[src/rtl/rm_lane_release_if.sv]
// Bundle of the allocator, commit, lane-done and release signals of
// rm_lane_release. The master side drives the pipeline events; the slave
// side (the release controller) returns pulses, busy count and error flag.
interface rm_lane_release_if #(
  parameter int NUM_LANES       = 4,
  parameter int NUM_EVENTS      = 2,
  parameter int NR_COMMIT_PORTS = 2
);
  localparam int LW = (NUM_LANES  > 1) ? $clog2(NUM_LANES)  : 1;
  localparam int EW = (NUM_EVENTS > 1) ? $clog2(NUM_EVENTS) : 1;
  localparam int NL = NUM_EVENTS * NUM_LANES;
  localparam int CW = $clog2(NL + 1);
  localparam int P  = NR_COMMIT_PORTS;

  logic            flush_i;
  logic            alloc_valid_i;
  logic [EW-1:0]   alloc_event_i;
  logic [LW-1:0]   alloc_lane_i;
  logic [P-1:0]    commit_ack_i;
  logic [P-1:0]    commit_rm_valid_i;
  logic [P*EW-1:0] commit_event_i;
  logic [P*LW-1:0] commit_lane_i;
  logic [NL-1:0]   lane_done_i;
  logic [NL-1:0]   reset_monitor_o;
  logic [CW-1:0]   busy_cnt_o;
  logic            err_o;

  modport master (
    output flush_i, alloc_valid_i, alloc_event_i, alloc_lane_i,
           commit_ack_i, commit_rm_valid_i, commit_event_i, commit_lane_i,
           lane_done_i,
    input  reset_monitor_o, busy_cnt_o, err_o
  );

  modport slave (
    input  flush_i, alloc_valid_i, alloc_event_i, alloc_lane_i,
           commit_ack_i, commit_rm_valid_i, commit_event_i, commit_lane_i,
           lane_done_i,
    output reset_monitor_o, busy_cnt_o, err_o
  );
endinterface

[src/rtl/rm_lane_release.sv]
// Release controller for runtime-monitor lanes. Each (event, lane) pair has
// its own small FSM that tracks allocation, the lane's own completion and the
// commit of the owning instruction, and emits a one-cycle release pulse once
// both have happened (or the lane is flushed before commit). A registered
// busy count and a sticky protocol-error flag are also provided.
module rm_lane_release #(
  parameter int NUM_LANES       = 4,
  parameter int NUM_EVENTS      = 2,
  parameter int NR_COMMIT_PORTS = 2
) (
  input  logic             clk_i,
  input  logic             rst_ni,
  rm_lane_release_if.slave bus
);
  localparam int LW = (NUM_LANES  > 1) ? $clog2(NUM_LANES)  : 1;
  localparam int EW = (NUM_EVENTS > 1) ? $clog2(NUM_EVENTS) : 1;
  localparam int NL = NUM_EVENTS * NUM_LANES;
  localparam int CW = $clog2(NL + 1);
  localparam int P  = NR_COMMIT_PORTS;

  typedef enum logic [2:0] {
    S_FREE       = 3'd0,
    S_ALLOC      = 3'd1,
    S_DONE_EARLY = 3'd2,
    S_COMMITTED  = 3'd3,
    S_RELEASE    = 3'd4
  } state_e;

  state_e        r_state [NL];
  state_e        w_next  [NL];
  logic [NL-1:0] w_commit_hit;
  logic [NL-1:0] w_commit_multi;
  logic [NL-1:0] w_alloc_hit;
  logic [NL-1:0] w_lane_err;
  logic [NL-1:0] w_release_nxt;
  logic [CW-1:0] w_busy_nxt;
  logic          w_err_nxt;
  logic [NL-1:0] r_reset_monitor;
  logic [CW-1:0] r_busy_cnt;
  logic          r_err;

  // Decode commit ports and the allocator into per-lane strobes; a second
  // port hitting the same lane is folded into the first and flagged.
  always_comb begin
    w_commit_hit   = '0;
    w_commit_multi = '0;
    w_alloc_hit    = '0;
    for (int e = 0; e < NUM_EVENTS; e++) begin
      for (int l = 0; l < NUM_LANES; l++) begin
        for (int p = 0; p < P; p++) begin
          if (bus.commit_ack_i[p] && bus.commit_rm_valid_i[p] &&
              (bus.commit_event_i[p*EW +: EW] == EW'(e)) &&
              (bus.commit_lane_i[p*LW +: LW] == LW'(l))) begin
            if (w_commit_hit[e*NUM_LANES + l]) begin
              w_commit_multi[e*NUM_LANES + l] = 1'b1;
            end
            w_commit_hit[e*NUM_LANES + l] = 1'b1;
          end
        end
        if (bus.alloc_valid_i && !bus.flush_i &&
            (bus.alloc_event_i == EW'(e)) && (bus.alloc_lane_i == LW'(l))) begin
          w_alloc_hit[e*NUM_LANES + l] = 1'b1;
        end
      end
    end
  end

  // Per-lane next state; commit takes priority over flush, and illegal
  // alloc/commit requests leave the lane untouched but raise an error.
  always_comb begin
    w_err_nxt     = r_err;
    w_busy_nxt    = '0;
    w_release_nxt = '0;
    w_lane_err    = '0;
    for (int i = 0; i < NL; i++) begin
      w_next[i]     = r_state[i];
      w_lane_err[i] = w_commit_multi[i];
      case (r_state[i])
        S_FREE: begin
          if (w_commit_hit[i]) w_lane_err[i] = 1'b1;
          if (w_alloc_hit[i])  w_next[i] = S_ALLOC;
        end
        S_ALLOC: begin
          if (w_alloc_hit[i]) w_lane_err[i] = 1'b1;
          if (w_commit_hit[i]) begin
            w_next[i] = bus.lane_done_i[i] ? S_RELEASE : S_COMMITTED;
          end else if (bus.flush_i) begin
            w_next[i] = S_RELEASE;
          end else if (bus.lane_done_i[i]) begin
            w_next[i] = S_DONE_EARLY;
          end
        end
        S_DONE_EARLY: begin
          if (w_alloc_hit[i]) w_lane_err[i] = 1'b1;
          if (w_commit_hit[i] || bus.flush_i) w_next[i] = S_RELEASE;
        end
        S_COMMITTED: begin
          if (w_alloc_hit[i] || w_commit_hit[i]) w_lane_err[i] = 1'b1;
          if (bus.lane_done_i[i]) w_next[i] = S_RELEASE;
        end
        S_RELEASE: begin
          if (w_alloc_hit[i] || w_commit_hit[i]) w_lane_err[i] = 1'b1;
          w_next[i] = S_FREE;
        end
        default: w_next[i] = S_FREE;
      endcase
      w_release_nxt[i] = (w_next[i] == S_RELEASE);
      if (w_next[i] != S_FREE) w_busy_nxt = w_busy_nxt + CW'(1);
    end
    if (|w_lane_err) w_err_nxt = 1'b1;
  end

  // Lane FSMs and their registered outputs.
  always_ff @(posedge clk_i or negedge rst_ni) begin
    if (!rst_ni) begin
      for (int i = 0; i < NL; i++) r_state[i] <= S_FREE;
      r_reset_monitor <= '0;
      r_busy_cnt      <= '0;
      r_err           <= 1'b0;
    end else begin
      for (int i = 0; i < NL; i++) r_state[i] <= w_next[i];
      r_reset_monitor <= w_release_nxt;
      r_busy_cnt      <= w_busy_nxt;
      r_err           <= w_err_nxt;
    end
  end

  assign bus.reset_monitor_o = r_reset_monitor;
  assign bus.busy_cnt_o      = r_busy_cnt;
  assign bus.err_o           = r_err;
endmodule

[src/flat_wrapper.sv]
// flat-port wrapper written by rule: the top's interface ports become plain ports
module rm_lane_release_flat 
#(
  parameter int NUM_LANES       = 4,
  parameter int NUM_EVENTS      = 2,
  parameter int NR_COMMIT_PORTS = 2
)
  (clk_i, rst_ni, bus_flush_i, bus_alloc_valid_i, bus_alloc_event_i, bus_alloc_lane_i, bus_commit_ack_i, bus_commit_rm_valid_i, bus_commit_event_i, bus_commit_lane_i, bus_lane_done_i, bus_reset_monitor_o, bus_busy_cnt_o, bus_err_o);
  rm_lane_release_if #(.NUM_LANES(NUM_LANES), .NUM_EVENTS(NUM_EVENTS), .NR_COMMIT_PORTS(NR_COMMIT_PORTS)) bus_i ();
  input  logic clk_i;
  input  logic rst_ni;
  input wire logic [$bits(bus_i.flush_i)-1:0] bus_flush_i;
  input wire logic [$bits(bus_i.alloc_valid_i)-1:0] bus_alloc_valid_i;
  input wire logic [$bits(bus_i.alloc_event_i)-1:0] bus_alloc_event_i;
  input wire logic [$bits(bus_i.alloc_lane_i)-1:0] bus_alloc_lane_i;
  input wire logic [$bits(bus_i.commit_ack_i)-1:0] bus_commit_ack_i;
  input wire logic [$bits(bus_i.commit_rm_valid_i)-1:0] bus_commit_rm_valid_i;
  input wire logic [$bits(bus_i.commit_event_i)-1:0] bus_commit_event_i;
  input wire logic [$bits(bus_i.commit_lane_i)-1:0] bus_commit_lane_i;
  input wire logic [$bits(bus_i.lane_done_i)-1:0] bus_lane_done_i;
  output wire logic [$bits(bus_i.reset_monitor_o)-1:0] bus_reset_monitor_o;
  output wire logic [$bits(bus_i.busy_cnt_o)-1:0] bus_busy_cnt_o;
  output wire logic [$bits(bus_i.err_o)-1:0] bus_err_o;
  assign bus_i.flush_i = bus_flush_i;
  assign bus_i.alloc_valid_i = bus_alloc_valid_i;
  assign bus_i.alloc_event_i = bus_alloc_event_i;
  assign bus_i.alloc_lane_i = bus_alloc_lane_i;
  assign bus_i.commit_ack_i = bus_commit_ack_i;
  assign bus_i.commit_rm_valid_i = bus_commit_rm_valid_i;
  assign bus_i.commit_event_i = bus_commit_event_i;
  assign bus_i.commit_lane_i = bus_commit_lane_i;
  assign bus_i.lane_done_i = bus_lane_done_i;
  assign bus_reset_monitor_o = bus_i.reset_monitor_o;
  assign bus_busy_cnt_o = bus_i.busy_cnt_o;
  assign bus_err_o = bus_i.err_o;
  rm_lane_release #(.NUM_LANES(NUM_LANES), .NUM_EVENTS(NUM_EVENTS), .NR_COMMIT_PORTS(NR_COMMIT_PORTS)) u_core (.clk_i(clk_i), .rst_ni(rst_ni), .bus(bus_i));
endmodule
[config.mk]
export PLATFORM = sky130hd
export DESIGN_NAME = rm_lane_release_flat
export DESIGN_NICKNAME = d
export VERILOG_FILES = /design/src/rtl/rm_lane_release_if.sv /design/src/rtl/rm_lane_release.sv /design/src/flat_wrapper.sv
export SDC_FILE = /design/constraint.sdc
export NUM_CORES = 1
export LEC_CHECK = 0
export CORE_MARGIN = 5
export CORE_UTILIZATION = 60
export CTS_CLUSTER_SIZE = 24
export DETAILED_ROUTE_END_ITERATION = 7
export GPL_ROUTABILITY_DRIVEN = 0
export PLACE_DENSITY = 0.81
export REMOVE_ABC_BUFFERS = 1
export SLEW_MARGIN = 30
export SYNTH_ARGS = -nofsm -noshare
export SYNTH_HDL_FRONTEND = slang
export SYNTH_SLANG_ARGS = --single-unit
[constraint.sdc]
create_clock -name clk_i -period 14.9 [get_ports clk_i]
set_input_delay 2.98 -clock clk_i [delete_from_list [all_inputs] [get_ports clk_i]]
set_output_delay 2.98 -clock clk_i [all_outputs]
set_load 0.03 [all_outputs]
==> impl_metrics.yaml, run 1 <==
final_layout:
  drive_gt1_frac: 0.0944
  regArea_um2: 926
  n_fill_cell: 410
  synthToLayoutAreaGrowth_pct: 14.9
  num_antenna_cells: 0
  layout.nets: 423
  multiInputGateArea_um2: 2140
  utilization: 0.715
power:
  power_mw: 0.295
  power_density_nw_per_um2: 79.7
  p_sw_mw: 0.0878
  switching_share: 0.298
  power.leakage_nw: 1.52
  comb_power_share: 0.275
  vdd_drop_max_mv: 0.0537
  power_frac_seq: 0.370
  internal-power_mw: 0.207
  clkPwrFrac: 0.354
placed_design:
  port_buffers: 37
  dp_hpwl_um: 6010
clocking:
  cts_buffers: 5
  htreeDepth: 2
  clockBufferDepth: 2
  clkTransAtPathRegs_ns: 0.08
  cts_tree: "done"
  ctsHoldBuffers: 0
  post_cts_buffers: 0
  cts_resized: 0
  clk_latency_ns: 0.30
  cts.sinks: 37
  root_buffer: "clkbuf_8"
critical_path:
  critPathCaptureType: "flip-flop"
  crit_type: "in2reg"
  critPathRequiredTime_ns: 15.09
  cp-start-kind: "primary input"
  cp.arrival_ns: 8.37
  cp_max_fo: 13
floorplan:
  die_h_um: 83.2
  ios: 38
  die-area_um2: 6920
  num_rows: 26
  die_w_um: 83.2
  initial_core_util: 0.622
  core-area_um2: 5170
route:
  drtPass1Iterations: 4
  antenna_left: 0
  dr_total_vias: 2997
  first_iter_violations: 270
  drt-vias-per-instance: 6.49
  drt-total-wl_um: 8020
  routedWlPerCell_um: 17.4
  drc: 0
timing:
  fin_crit_ns: 8.19
  tns_ns: 0
  fmax_mhz: 122
  rsz0062_at_grt: "false"
  maxSlewHeadroom: 0.599
  final-setup-viol-count: 0
  worstMarginPinSlew_ns: 0.587
  skew_ns: 0.00711
  maxSlewViolCount: 0
  hold_viol: 0
  fin_crit_sh: 0.550
synth:
  syn_area_um2: 3220
  ys_types: 72
  syn_avg_cell_area_um2: 8.71
  synth_ff_type: "dfrtp_1"
  ys_seq_area_frac: 0.288
  synthCells: 369
  synth_edf_count: 0
  yosys_register_bits: 37
  yosysWarnings: 0
  async_flop_share: 1.00
global_routing:
  grtUsageMet2: 0.391
  use_met1: 0.326
  overflow: 0
  grt_pass1_wl_um: 13900
  track_usage: 0.240
  antenna_found_initial: 0
  met3_usage: 0.0356
  top_usage_layer: "met2"
  grt_pass1_vias: 2849
  grt_max_degree: 38
worst_hold_path:
  hold_class: "reg2reg"
flow_run:
  maxCapViolations: 0
outcome:
  status: "complete, no violations"
final timing paths:
| path | from | end | slack (ns) | depth (start not counted) |
|---|---|---|---|---|
| setup / recovery | bus_commit_lane_i[0] | u_core.bus.busy_cnt_o[1]$_DFF_PN0_ | 6.71 | 21 |
| hold / removal | u_core.r_state[2]$_DFF_PN0_ | u_core.r_state[1]$_DFF_PN0_ | 0.56 | 1 |
| setup reg to reg | u_core.r_state[21]$_DFF_PN0_ | u_core.bus.busy_cnt_o[1]$_DFF_PN0_ | 9.85 | 20 |
| hold reg to reg | u_core.r_state[2]$_DFF_PN0_ | u_core.r_state[1]$_DFF_PN0_ | 0.56 | 1 |
| max in group asynchronous | rst_ni | u_core.bus.busy_cnt_o[1]$_DFF_PN0_ | 11.91 | 1 |
| min in group asynchronous | rst_ni | u_core.bus.err_o$_DFFE_PN0P_ | 2.65 | 1 |
cells by family after synthesis:
| group | after synthesis | share of synthesized area |
|---|---|---|
| flip-flops | 37 | 0.288 |
| multiplexers | 8 | 0.0265 |
| AND/OR/NAND/NOR | 147 | 0.263 |
| buffers and inverters | 35 | 0.0475 |
| adder cells (fa/ha/maj) | 7 | 0.0272 |
| AO/OA/AOI/OAI | 111 | 0.269 |
| XOR/XNOR | 24 | 0.0790 |
critical path, stage by stage:
cell	delay, ns
clkdlybuf4s50_1	0.75
inv_1	0.20
a221oi_1	0.41
a2111oi_2	0.11
nand2b_4	0.17
nor3_4	0.26
inv_2	0.10
ha_1	0.33
xnor2_1	0.53
xnor2_1	0.21
a21oi_1	0.10
ha_1	0.36
xnor2_1	0.14
nand2_1	0.07
o21ai_0	0.11
xnor2_1	0.14
mux2_2	0.28
ha_1	0.28
mux2_2	0.29
ha_1	0.28
mux2_2	0.25
cell type report:
class	instances	area share
multi-input cells	297	0.578
flip-flops and latches	37	0.251
repair buffers	37	0.0982
well taps	70	0.0237
clock buffers	5	0.0186
clock inverters	3	0.0176
inverters	13	0.0132
routing by layer:
layer  share of wire  vias up
met2            0.48      109
met5               0        -
met1            0.45     1447
li1                -     1426
met4           0.020        0
met3           0.047       15
cells in the final DEF (no fill, tap or decap), types with 5 or more instances in the layout:
master           instances
nand3b_1                 7
a211o_1                  6
a31oi_1                  5
nor2b_1                  9
nor4_1                   5
clkbuf_8                 5
or3_1                    7
nand3_1                  6
xor2_1                   5
a22oi_1                  6
nand2_1                 20
a21oi_1                 26
inv_1                   12
a21o_1                   6
xnor2_1                 15
o22ai_1                 10
nor2_1                  32
nor3_1                  17
clkdlybuf4s50_1         35
ha_1                     7
and2_1                   5
nand2b_1                14
dfrtp_1                 37
a211oi_1                 5
stage by stage:
stage	hold slack (ns)	instances	area, µm²	setup slack (ns)
floorplan	0.486	347	3110	7.48
global placement	0.543	454	3560	6.45
detailed placement	0.541	454	3560	6.29
CTS	0.553	462	3700	6.56
global route	0.592	462	3700	6.35
finish	0.555	462	3700	6.71
sequential cells by signal (all words and copies together), names as in the netlist:
signal	cells
u_core.bus.reset_monitor_o	8
u_core.bus.err_o	1
u_core.bus.busy_cnt_o	4
u_core.r_state	24
power by group through the flow:
stage	clock network [mW]	registers [mW]	logic [mW]
after floorplan	0	0.117	0.0460
after global placement	0	0.111	0.0781
after detailed placement	0	0.111	0.0805
after CTS	0.106	0.109	0.0811
after global routing	0.111	0.110	0.0885
final	0.104	0.109	0.0811
Yosys cell counts (all sizes together), types with 9 or more instances:
cell | number | area, µm²
a21oi | 28 | 148
buf | 13 | 70.1
clkbuf | 9 | 33.8
dfrtp | 37 | 926
inv | 13 | 48.8
nand2 | 21 | 81.3
nand2b | 15 | 101
nor2 | 33 | 126
nor2b | 9 | 56.3
nor3 | 19 | 111
o22ai | 13 | 100
xnor2 | 17 | 164
Power figures use the tool's default switching activity.
==> run 2, diff against run 1 <==
--- a/config.mk
+++ b/config.mk
@@ -6,11 +6,11 @@
 export NUM_CORES = 1
 export LEC_CHECK = 0
 export CORE_MARGIN = 5
-export CORE_UTILIZATION = 60
+export CORE_UTILIZATION = 51
 export CTS_CLUSTER_SIZE = 24
 export DETAILED_ROUTE_END_ITERATION = 7
 export GPL_ROUTABILITY_DRIVEN = 0
-export PLACE_DENSITY = 0.81
+export PLACE_DENSITY = 0.73
 export REMOVE_ABC_BUFFERS = 1
 export SLEW_MARGIN = 30
 export SYNTH_ARGS = -nofsm -noshare
==> constraint.sdc (replaced) <==
create_clock -name clk_i -period 6.6 [get_ports clk_i]
set_input_delay 1.32 -clock clk_i [delete_from_list [all_inputs] [get_ports clk_i]]
set_output_delay 1.32 -clock clk_i [all_outputs]
set_load 0.03 [all_outputs]
==> run 2 against run 1 <==
Critical path depth shrank 2; worst setup slack lost 6.3 ns; core utilization shrank 11 points; largest cell class unchanged; sequential power grew 130%; global-route usage shrank 3.7 points; power grew 120%.
==> impl_metrics.yaml, run 2 (synthesized netlist as in run 1, its figures left out) <==
outcome:
  status: "complete, no violations"
route:
  drt-vias-per-instance: 6.14
  first_iter_violations: 157
  antenna_left: 0
  drtPass1Iterations: 4
  drc: 0
  dr_total_vias: 2927
  routedWlPerCell_um: 16.6
  drt-total-wl_um: 7900
critical_path:
  crit_slowest_cell: "clkdlybuf4s50_1"
  crit_end: "u_core.bus.busy_cnt_o[1]$_DFF_PN0_"
  ff2ff_setup_slack_ns: 1.82
  worst-path-stages: 19
  startpoint: "bus_commit_lane_i[3]"
  cp.arrival_ns: 6.38
  r2r-start: "u_core.r_state[21]$_DFF_PN0_"
  path_cells: "clkdlybuf4s50_1 -> and3b_1 -> a221o_1 -> a22o_1 -> a211o_1 -> ha_1 -> xnor2_1 -> xnor2_1 -> a21oi_1 -> ha_1 -> xnor2_1 -> nand2_1 -> o21ai_0 -> xnor2_1 -> mux2_2 -> ha_1 -> mux2_2 -> ha_1 -> mux2_2"
  crit_type: "in2reg"
  worst_path_dominant_cell_family: "adder cells"
  cp-start-kind: "primary input"
  r2r_cells: 20
  cp_max_fo: 8
  reg2reg_to: "u_core.bus.busy_cnt_o[1]$_DFF_PN0_"
  crit_buf_inv: 1
  critPathMaxStageDelay_ns: 0.65
  critPathCaptureType: "flip-flop"
  critPathRequiredTime_ns: 6.77
clocking:
  cts.sinks: 37
  ctsHoldBuffers: 0
  cts_tree: "done"
  post_cts_buffers: 0
  clkTransAtPathRegs_ns: 0.07
  cts_buffers: 5
  cts_resized: 0
  htreeDepth: 2
  clockBufferDepth: 2
  clk_latency_ns: 0.29
  root_buffer: "clkbuf_8"
final_layout:
  num_antenna_cells: 0
  largest_reg_flops: 24
  synthToLayoutAreaGrowth_pct: 16.8
  instances_no_fill: 477
  layout_commonest_cell: "dfrtp_1"
  layout.nets: 431
  regMostFlops: "u_core.r_state"
  drive_gt1_frac: 0.110
  final_cell_mix: "dfrtp_1 (37), clkdlybuf4s50_1 (36), nor2_1 (32), a21oi_1 (26), nand2_1 (20)"
timing:
  fin_crit_sh: 0.940
  tns_ns: 0
  hold_viol: 0
  fmax_mhz: 161
  skew_ns: 0.0106
  final-setup-viol-count: 0
  fin_crit_ns: 6.20
  maxSlewViolCount: 0
  rsz0062_at_grt: "false"
  worstMarginPinSlew_ns: 0.554
  maxSlewHeadroom: 0.621
power:
  power_mw: 0.643
  comb_power_share: 0.295
  power_frac_seq: 0.382
  clkPwrFrac: 0.323
  internal-power_mw: 0.445
  power_density_nw_per_um2: 171
  vdd_drop_max_mv: 0.114
  p_sw_mw: 0.199
  power.leakage_nw: 1.55
  switching_share: 0.309
floorplan:
  core-area_um2: 6240
  ios: 38
  num_rows: 29
  die_w_um: 89.4
  die-area_um2: 7990
  initial_core_util: 0.515
  die_h_um: 89.4
worst_hold_path:
  hold_class: "reg2reg"
  worst_hold_path.num_cells: 1
global_routing:
  use_met1: 0.273
  grt_pass1_wl_um: 12800
  antenna_found_initial: 0
  overflow: 0
  grtUsageMet2: 0.347
  grt_max_degree: 38
  top_usage_layer: "met2"
  met3_usage: 0.0313
  grt_pass1_vias: 2718
  track_usage: 0.204
placed_design:
  dp.cells: 469
  dp_hpwl_um: 6070
  port_buffers: 37
flow_run:
  maxCapViolations: 0
-- run 2: power by group through the flow --
| stage | Clock (mW) | Sequential (mW) | Combinational (mW) |
|---|---|---|---|
| after global routing | 0.219 | 0.248 | 0.208 |
| after floorplan | 0 | 0.264 | 0.104 |
| after CTS | 0.211 | 0.246 | 0.190 |
| final | 0.208 | 0.246 | 0.190 |
| after global placement | 0 | 0.250 | 0.184 |
| after detailed placement | 0 | 0.250 | 0.188 |
-- run 2: worst min path at each step --
stage | to | slack [ns] | start
after floorplan | u_core.r_state[4]$_DFF_PN0_ | 0.49 | u_core.r_state[5]$_DFF_PN0_
after global placement | u_core.r_state[1]$_DFF_PN0_ | 0.53 | u_core.r_state[2]$_DFF_PN0_
after detailed placement | u_core.r_state[0]$_DFF_PN0_ | 0.55 | u_core.r_state[2]$_DFF_PN0_
after CTS | u_core.r_state[0]$_DFF_PN0_ | 0.55 | u_core.r_state[2]$_DFF_PN0_
after global routing | u_core.r_state[1]$_DFF_PN0_ | 0.59 | u_core.r_state[2]$_DFF_PN0_
final | u_core.r_state[0]$_DFF_PN0_ | 0.55 | u_core.r_state[2]$_DFF_PN0_
-- run 2: layout make-up --
cell class	instances	area, µm²
Inverter	13	48.8
Tap cell	77	96.3
Fill cell	544	2480
Timing Repair Buffer	45	428
Sequential cell	37	926
Clock buffer	6	82.6
Multi-Input combinational cell	297	2140
Clock inverter	2	37.5
-- run 2: routing by layer --
| metal | vias to the layer above | routed length [µm] |
|---|---|---|
| li1 | 1439 | - |
| met1 | 1387 | 3510 |
| met2 | 92 | 3810 |
| met3 | 9 | 495 |
| met4 | 0 | 86 |
| met5 | - | 0 |
-- run 2: per-stage QoR --
stage	cell area, µm²	hold WS, ns	utilization	setup slack (ns)
4_1_cts	3750	0.549	0.601	0.434
6_report	3760	0.547	0.602	0.396
3_3_place_gp	3630	0.534	0.582	0.246
2_1_floorplan	3110	0.486	-	0.844
5_1_grt	3760	0.591	0.602	0.0841
3_5_place_dp	3630	0.546	0.582	0.149
==> run 3, diff against run 2 <==
--- a/config.mk
+++ b/config.mk
@@ -12,7 +12,7 @@
 export GPL_ROUTABILITY_DRIVEN = 0
 export PLACE_DENSITY = 0.73
 export REMOVE_ABC_BUFFERS = 1
-export SLEW_MARGIN = 30
+export SLEW_MARGIN = 15
 export SYNTH_ARGS = -nofsm -noshare
 export SYNTH_HDL_FRONTEND = slang
 export SYNTH_SLANG_ARGS = --single-unit
==> run 3 against run 2 <==
Design area barely moved; non-clock buffer count did not move; via count barely moved; sequential power barely moved; critical path depth did not move; highest routed layer unchanged; maximum frequency barely moved; die area did not move; core utilization barely moved; register-to-register slack barely moved; worst setup slack got worse by 0.0057 ns; routed wire length barely moved; largest cell class unchanged.
==> impl_metrics.yaml, run 3 (synthesized netlist as in run 1, its figures left out) <==
critical_path:
  critPathRequiredTime_ns: 6.77
  cp-start-kind: "primary input"
  cp_max_fo: 8
  cp.arrival_ns: 6.38
  crit_type: "in2reg"
  critPathCaptureType: "flip-flop"
route:
  drt-vias-per-instance: 6.13
  dr_total_vias: 2926
  drc: 0
  routedWlPerCell_um: 16.6
  antenna_left: 0
  drt-total-wl_um: 7900
  first_iter_violations: 157
  drtPass1Iterations: 4
placed_design:
  dp_hpwl_um: 6070
  port_buffers: 37
  dp.cells: 469
  pre_cts_slack_ns: 0.149
floorplan:
  die-area_um2: 7990
  initial_core_util: 0.515
  core-area_um2: 6240
  die_h_um: 89.4
  die_w_um: 89.4
  num_rows: 29
  ios: 38
global_routing:
  overflow: 0
  grt_pass1_wl_um: 12800
  grt_max_degree: 38
  antenna_found_initial: 0
  grt_pass1_vias: 2718
  track_usage: 0.204
power:
  power_mw: 0.643
  vdd_drop_max_mv: 0.114
  power_density_nw_per_um2: 171
  power.leakage_nw: 1.55
timing:
  maxSlewViolCount: 0
  rsz0062_at_grt: "false"
  worstMarginPinSlew_ns: 0.860
  skew_ns: 0.0107
  tns_ns: 0
  finalWorstSetupSlack_ns: 0.390
  fmax_mhz: 161
  maxSlewHeadroom: 0.427
  final-setup-viol-count: 0
  fin_crit_sh: 0.941
  fin_crit_ns: 6.21
  hold_viol: 0
final_layout:
  largest_reg_flops: 24
  layout_commonest_cell: "dfrtp_1"
  regMostFlops: "u_core.r_state"
  layout.nets: 431
  final_cell_mix: "dfrtp_1 (37), clkdlybuf4s50_1 (36), nor2_1 (32), a21oi_1 (26), nand2_1 (20)"
  synthToLayoutAreaGrowth_pct: 16.7
  regArea_um2: 926
  instances_no_fill: 477
  drive_gt1_frac: 0.110
  multiInputGateArea_um2: 2140
  n_fill_cell: 545
  num_antenna_cells: 0
worst_hold_path:
  hold_class: "reg2reg"
clocking:
  cts_buffers: 5
  cts_tree: "done"
  clockBufferDepth: 2
  root_buffer: "clkbuf_8"
  clkTransAtPathRegs_ns: 0.07
  ctsHoldBuffers: 0
  post_cts_buffers: 0
  htreeDepth: 2
  cts_resized: 0
  cts.sinks: 37
  clk_latency_ns: 0.29
flow_run:
  maxCapViolations: 0
outcome:
  status: "complete, no violations"
[run 3: changes by cell type in the layout (fill, tap and decap cells not counted)]
| cell | previous run | this run |
|---|---|---|
| buf_2 | 0 | 1 |
| buf_4 | 9 | 8 |
[run 3: final timing paths]
path | startpoint | cells after the start | to | slack (ns)
worst max register to register | u_core.r_state[21]$_DFF_PN0_ | 20 | u_core.bus.busy_cnt_o[1]$_DFF_PN0_ | 1.82
worst max-delay path | bus_commit_lane_i[3] | 19 | u_core.bus.busy_cnt_o[1]$_DFF_PN0_ | 0.39
worst min register to register | u_core.r_state[2]$_DFF_PN0_ | 1 | u_core.r_state[0]$_DFF_PN0_ | 0.55
min in group asynchronous | rst_ni | 1 | u_core.bus.reset_monitor_o[1]$_DFF_PN0_ | 1.13
max in group asynchronous | rst_ni | 1 | u_core.r_state[9]$_DFF_PN0_ | 4.92
worst min-delay path | u_core.r_state[2]$_DFF_PN0_ | 1 | u_core.r_state[0]$_DFF_PN0_ | 0.55
[run 3: metal layers]
metal  routed length (µm)  global-route usage  part of all wire
met3                  497              0.0313             0.063
met5                    0                   0                 0
met4                   86              0.0460             0.011
met2                 3800               0.347              0.48
met1                 3520               0.273              0.45
[run 3: final cells by class]
cell class / count / share of cell area
clock inverter: 2 / 0.0100
clock buffer: 6 / 0.0220
tap: 77 / 0.0257
inverter: 13 / 0.0130
sequential: 37 / 0.247
timing repair buffer: 45 / 0.113
multi-input combinational: 297 / 0.569
[run 3: metrics by stage]
step                      instance area [µm²]  hold slack [ns]   util
final                                    3750            0.547  0.601
after detailed placement                 3630            0.546  0.582
after global placement                   3630            0.534  0.582
after floorplan                          3110            0.486      -
after global routing                     3750            0.591  0.601
after CTS                                3750            0.549  0.601
[run 3: critical path, cell delays in order]
cell and delay (ns):
clkdlybuf4s50_1 0.65, and3b_1 0.25, a221o_1 0.35, a22o_1 0.23, a211o_1 0.38, ha_1 0.39, xnor2_1 0.32, xnor2_1 0.19
a21oi_1 0.10, ha_1 0.35, xnor2_1 0.14, nand2_1 0.08, o21ai_0 0.10, xnor2_1 0.14, mux2_2 0.26, ha_1 0.29
mux2_2 0.29, ha_1 0.29, mux2_2 0.25
[run 3: power breakdown]
group | internal [mW] | switching [mW]
registers | 0.237 | 0.00903
clock network | 0.123 | 0.0846
logic | 0.0846 | 0.105
